**src/rtl/tohost_monitor.sv**
```systemverilog
// HTIF tohost snooper: byte-merged tohost shadow, exit/command decode, host ack, cycle timeout.
// Optional TOHOST_VARIANT_CMP_EN adds a sticky compare against a variant harness tohost.
module tohost_monitor #(
    parameter logic [31:0] TOHOST_ADDR = 32'h8000_1000,
    parameter int unsigned ACK_DELAY   = 4
) (
    input  logic        clock,
    input  logic        reset,
    input  logic        wr_valid,
    output logic        wr_ready,
    input  logic [31:0] wr_addr,
    input  logic [63:0] wr_data,
    input  logic [7:0]  wr_mask,
    input  logic [63:0] max_cycles,
    output logic [63:0] tohost,
    output logic        cmd_valid,
    output logic [63:0] cmd_data,
    output logic        done,
    output logic        pass,
    output logic        fail,
    output logic        timeout,
    output logic [62:0] exit_code,
    output logic [63:0] cycle_count
`ifdef TOHOST_VARIANT_CMP_EN
    ,
    input  logic        variant_done,
    input  logic [63:0] variant_tohost,
    output logic        variant_mismatch
`endif
);

    // state    | meaning
    // ---------+--------------------------------------------------
    // IDLE     | accepting beats, merging tohost, watching limit
    // EVAL     | one cycle: decode shadow as exit or command
    // ACK_WAIT | host-side delay before clearing tohost
    // DONE     | test finished; everything frozen until reset
    typedef enum logic [1:0] {
        S_IDLE     = 2'd0,
        S_EVAL     = 2'd1,
        S_ACK_WAIT = 2'd2,
        S_DONE     = 2'd3
    } state_t;

    localparam logic [7:0] ACK_LOAD = 8'(ACK_DELAY);

    state_t      state;
    logic [63:0] shadow;
    logic [7:0]  ack_cnt;
    logic [63:0] merged;
    logic        tohost_hit;
    logic        limit_hit;

    always_comb begin
        merged = shadow;
        for (int i = 0; i < 8; i++) begin
            if (wr_mask[i]) merged[8*i +: 8] = wr_data[8*i +: 8];
        end
    end

    assign tohost_hit = (state == S_IDLE) && wr_valid && (wr_addr == TOHOST_ADDR);
    assign limit_hit  = (max_cycles != 64'd0) && (cycle_count >= max_cycles);
    assign tohost     = shadow;

    always_ff @(posedge clock) begin
        if (!reset) begin
            state       <= S_IDLE;
            shadow      <= '0;
            ack_cnt     <= '0;
            wr_ready    <= 1'b1;
            cmd_valid   <= 1'b0;
            cmd_data    <= '0;
            done        <= 1'b0;
            pass        <= 1'b0;
            fail        <= 1'b0;
            timeout     <= 1'b0;
            exit_code   <= '0;
            cycle_count <= '0;
        end else begin
            cmd_valid <= 1'b0;
            if (state != S_DONE && cycle_count != '1) cycle_count <= cycle_count + 64'd1;

            case (state)
                S_IDLE: begin
                    // A tohost beat takes priority over the limit check this cycle.
                    if (tohost_hit) begin
                        shadow <= merged;
                        if (merged != 64'd0) begin
                            state    <= S_EVAL;
                            wr_ready <= 1'b0;
                        end
                    end else if (limit_hit) begin
                        timeout <= 1'b1;
                        fail    <= 1'b1;
                        done    <= 1'b1;
                        state   <= S_DONE;
                    end
                end
                S_EVAL: begin
                    if (shadow[0]) begin
                        exit_code <= shadow[63:1];
                        pass      <= (shadow == 64'd1);
                        fail      <= (shadow != 64'd1);
                        done      <= 1'b1;
                        wr_ready  <= 1'b1;
                        state     <= S_DONE;
                    end else begin
                        cmd_valid <= 1'b1;
                        cmd_data  <= shadow;
                        ack_cnt   <= ACK_LOAD;
                        state     <= S_ACK_WAIT;
                    end
                end
                S_ACK_WAIT: begin
                    ack_cnt <= ack_cnt - 8'd1;
                    if (ack_cnt == 8'd1) begin
                        shadow   <= '0;
                        wr_ready <= 1'b1;
                        state    <= S_IDLE;
                    end
                end
                S_DONE: begin
                end
                default: begin
                    state    <= S_IDLE;
                    wr_ready <= 1'b1;
                end
            endcase
        end
    end

`ifdef TOHOST_VARIANT_CMP_EN
    logic variant_checked;

    always_ff @(posedge clock) begin
        if (!reset) begin
            variant_checked  <= 1'b0;
            variant_mismatch <= 1'b0;
        end else if (done && variant_done && !variant_checked) begin
            variant_checked <= 1'b1;
            if (variant_tohost != shadow) variant_mismatch <= 1'b1;
        end
    end
`endif

endmodule

```
**config.mk**
```make
export PLATFORM = sky130hd
export DESIGN_NAME = tohost_monitor
export DESIGN_NICKNAME = d
export VERILOG_FILES = /design/src/rtl/tohost_monitor.sv
export SDC_FILE = /design/constraint.sdc
export NUM_CORES = 1
export LEC_CHECK = 0
export CELL_PAD_IN_SITES_DETAIL_PLACEMENT = 1
export CELL_PAD_IN_SITES_GLOBAL_PLACEMENT = 2
export CORE_MARGIN = 1
export CORE_UTILIZATION = 24
export DETAILED_ROUTE_END_ITERATION = 6
export PLACE_DENSITY_LB_ADDON = 0.2
export SLEW_MARGIN = 20
export SYNTH_ARGS = -nofsm -noshare
export SYNTH_HDL_FRONTEND = slang
export SYNTH_SLANG_ARGS = --single-unit
```
**constraint.sdc**
```tcl
create_clock -name clock -period 2.4 [get_ports clock]
set_input_delay 0.48 -clock clock [delete_from_list [all_inputs] [get_ports clock]]
set_output_delay 0.48 -clock clock [all_outputs]
set_load 0.03 [all_outputs]
```
==> impl_metrics.py <==
metrics = {
    "clocking": {
        "root_buffer": "clkbuf_16",
        "cts-buffers-inserted": 36,
        "cts.path.max_buffers": 3,
        "cts_tree": "built",
        "clock_latency_ns": 0.54,
        "cts.sinks": 270,
        "cts.htree.levels": 2,
        "clk_pin_slew_ns": 0.06,
    },
    "worst_setup_path": {
        "critical_path_required_ns": 2.84,
        "crit_path_cell_trace": "nand2_4 > nor4_4 > nand4_1 > or3_4 > buf_6 > or4_4 > buf_4 > nor2_4 > xnor2_1 > and2_1",
        "cp-end-kind": "register",
        "criticalPathCategory": "reg -> reg",
        "slowest_delay_ns": 0.56,
        "start_kind": "register",
        "crit_path_top_delay_cell": "or4_4",
        "crit_fanout": 6,
        "crit_arrival_ns": 3.14,
    },
    "routing": {
        "wl_per_cell_um": 21.3,
        "remaining_drc_errors": 0,
        "ant_nets": 0,
        "drt-pass1-iter-count": 4,
        "num_vias": 14400,
        "wirelength_um": 64300,
        "vias_per_cell": 4.77,
        "drt_iter0_markers": 457,
    },
    "pwr": {
        "vdd_ir_drop_max_v": 0.000558,
        "p_sw_mw": 5.24,
        "p_seq_share_pct": 32.0,
        "p_leak_nw": 9.09,
        "p_total_mw": 15.6,
        "power_frac_comb_pct": 32.6,
        "power_density_mw_per_mm2": 675,
        "p_clk_share_pct": 35.3,
        "p_int_mw": 10.4,
        "switching_share_pct": 33.5,
    },
    "placed_design": {
        "port_buffers": 430,
        "hpwl_um": 48800,
        "place_congestion": 0.868,
        "dp_slack_ns": -0.994,
        "placed_area_sq_mm": 0.0204,
    },
    "sta": {
        "slew_viol_final": 0,
        "period_share_pct": 113,
        "max_clock_freq_ghz": 0.370,
        "hold_violations": 0,
        "relSlewSlack_pct": 59.3,
        "skew_ns": 0.0137,
        "rsz0062_at_grt": "true",
        "whs_ns": 0.384,
        "period_minus_slack_ns": 2.70,
        "setup_viol": 38,
        "worst_slack_ns": -0.301,
        "worst_pin_slew_ns": 0.611,
    },
    "finish": {
        "drive_gt1_share_pct": 25.2,
        "syn_to_final_growth_pct": 74.7,
        "fin_nets": 2527,
        "final_area_sq_mm": 0.0232,
        "fin_util_pct": 42.8,
    },
    "grt": {
        "overflow": 0,
        "antenna_found_initial": 10,
        "grt_pass1_wl_um": 94600,
        "grt_usage_pct": 22.1,
        "grt_max_degree": 86,
        "first_global_vias": 15400,
    },
    "synthesis": {
        "synth_top_cell_area_share_pct": 40.7,
        "synthTopCellsByArea": "dfxtp_1, nand2_1, a21boi_0, ha_1, nor2b_1",
        "syn_nets": 1840,
        "synthArstFlopShare_pct": 0,
        "ys_seq_elements": 270,
        "postSynthCellCount": 1597,
        "synthFlopType": "dfxtp_1",
        "syn_area_sq_mm": 0.0133,
        "syn-mean-instance-area_sq_um": 8.31,
        "ys_types": 54,
        "synth_area_leader_cell": "dfxtp_1",
        "synth_warnings": 0,
        "synth-seq-area-share_pct": 40.7,
        "synth_edf_count": 0,
    },
    "floorplanning": {
        "core-area_sq_mm": 0.0542,
        "dieWidth_um": 237,
        "rows": 85,
        "ios": 432,
        "initial_core_util_pct": 24.5,
        "die_y_um": 237,
        "die_area_sq_mm": 0.0562,
    },
    "status": {
        "outcome": "finished, violations left",
        "violations": "negative setup slack",
    },
    "min_path": {
        "hp-class": "in -> reg",
    },
    "run": {
        "drv_cap": 0,
    },
}
[cells by family after synthesis]
group / share of synthesized area [%]
DFF: 40.7
muxes: 0.980
other: 0.0283
AOI/OAI and AO/OA: 16.1
buffers and inverters: 4.65
adders and majority gates: 6.79
xor gates and xnor gates: 3.70
and+or+nand+nor: 27.1
[stage by stage]
stage | instances | setup TNS [ns]
after CTS | 2995 | -2.31
after floorplan | 1597 | -0.530
after global routing | 3011 | -12.98
after global placement | 2906 | -78.54
after detailed placement | 2906 | -78.67
final | 3014 | -5.05
[layout make-up]
| class | instances | area (sq um) |
|---|---|---|
| Fill cell | 6182 | 31000 |
| Multi-Input combinational cell | 1168 | 8520 |
| Timing Repair Buffer | 728 | 6770 |
| Sequential cell | 270 | 5500 |
| Clock buffer | 54 | 1060 |
| Tap cell | 696 | 871 |
| Inverter | 80 | 305 |
| Clock inverter | 11 | 143 |
| Antenna cell | 7 | 17.5 |
[critical path, delay by kind of cell, from the launching register on]
| kind | cells | cell delay, ns |
|---|---|---|
| AND/OR/NAND/NOR | 7 | 1.87 |
| flip-flops | 1 | 0.35 |
| buffers and inverters | 2 | 0.31 |
| XOR/XNOR | 1 | 0.06 |
[state kept, by name, indices dropped and copies added, names as in the netlist]
name	cells
fail	1
ack_cnt	8
exit_code	63
state	2
pass	1
done	1
timeout	1
cmd_data	63
cycle_count	64
cmd_valid	1
tohost	64
wr_ready	1
[power by group through the flow]
stage               clock network [mW]  logic [mW]  registers [mW]
detailed placement                   0        4.54            5.09
CTS                               5.70        4.86            5.01
finish                            5.53        5.10            5.01
global placement                     0        4.47            5.08
global route                      5.86        5.48            5.05
floorplan                            0        1.49            5.69
[cells in the final DEF, fill, tap and decap left out, types with 9 or more instances in the layout]
cell and count:
a21boi_0 126, a21oi_1 36, a22oi_2 51, and2_1 54
and3_4 10, buf_4 261, buf_6 29, clkbuf_1 11
clkbuf_16 39, clkdlybuf4s50_1 397, dfxtp_1 237, dfxtp_2 12
dfxtp_4 21, dlygate4sd2_1 20, dlymetal6s2s_1 12, ha_1 55
ha_4 17, inv_1 72, mux2i_1 13, nand2_1 313
nand3_1 20, nand4_1 32, nor2_1 42, nor2b_1 72
nor3_1 21, nor4_1 44, o21ai_0 26, or3_1 9
xnor2_1 32, xor2_1 20
[layer usage]
| metal | wire [um] | vias to the layer above | global-route usage [%] | share of wire (%) |
|---|---|---|---|---|
| li1 | - | 6916 | - | - |
| met1 | 27900 | 7039 | 27.3 | 43 |
| met2 | 31000 | 300 | 37.6 | 48 |
| met3 | 3640 | 98 | 5.34 | 5.7 |
| met4 | 1760 | 10 | 7.39 | 2.7 |
| met5 | 65 | - | 0 | 0.10 |
[repair_timing]
action	4_1_cts	5_1_grt
gates cloned	1	1
resized for setup	139	162
pin swaps	42	99
hold buffers	0	0
setup buffers	23	20
setup endpoints to repair	133	128
[final timing paths]
kind | cells past startpoint | slack [ns] | start | to
setup / recovery | 10 | -0.30 | cycle_count[21] | cycle_count[63]
hold reg to reg | 2 | 0.46 | cmd_data[44] | cmd_data[44]
hold / removal | 2 | 0.38 | reset | cycle_count[16]
setup reg to reg | 10 | -0.30 | cycle_count[21] | cycle_count[63]
[synthesized netlist by cell type (all sizes together), types with 13 or more instances]
cell and n:
a21boi 135, a21oi 44, a22oi 58, and2 55, and3 16, and4 13
clkbuf 73, dfxtp 270, ha 72, inv 80, mux2i 13, nand2 322
nand3 33, nand4 33, nor2 46, nor2b 74, nor3 34, nor4 55
o21ai 38, xnor2 36, xor2 20
(Power assumes the default switching activity.)
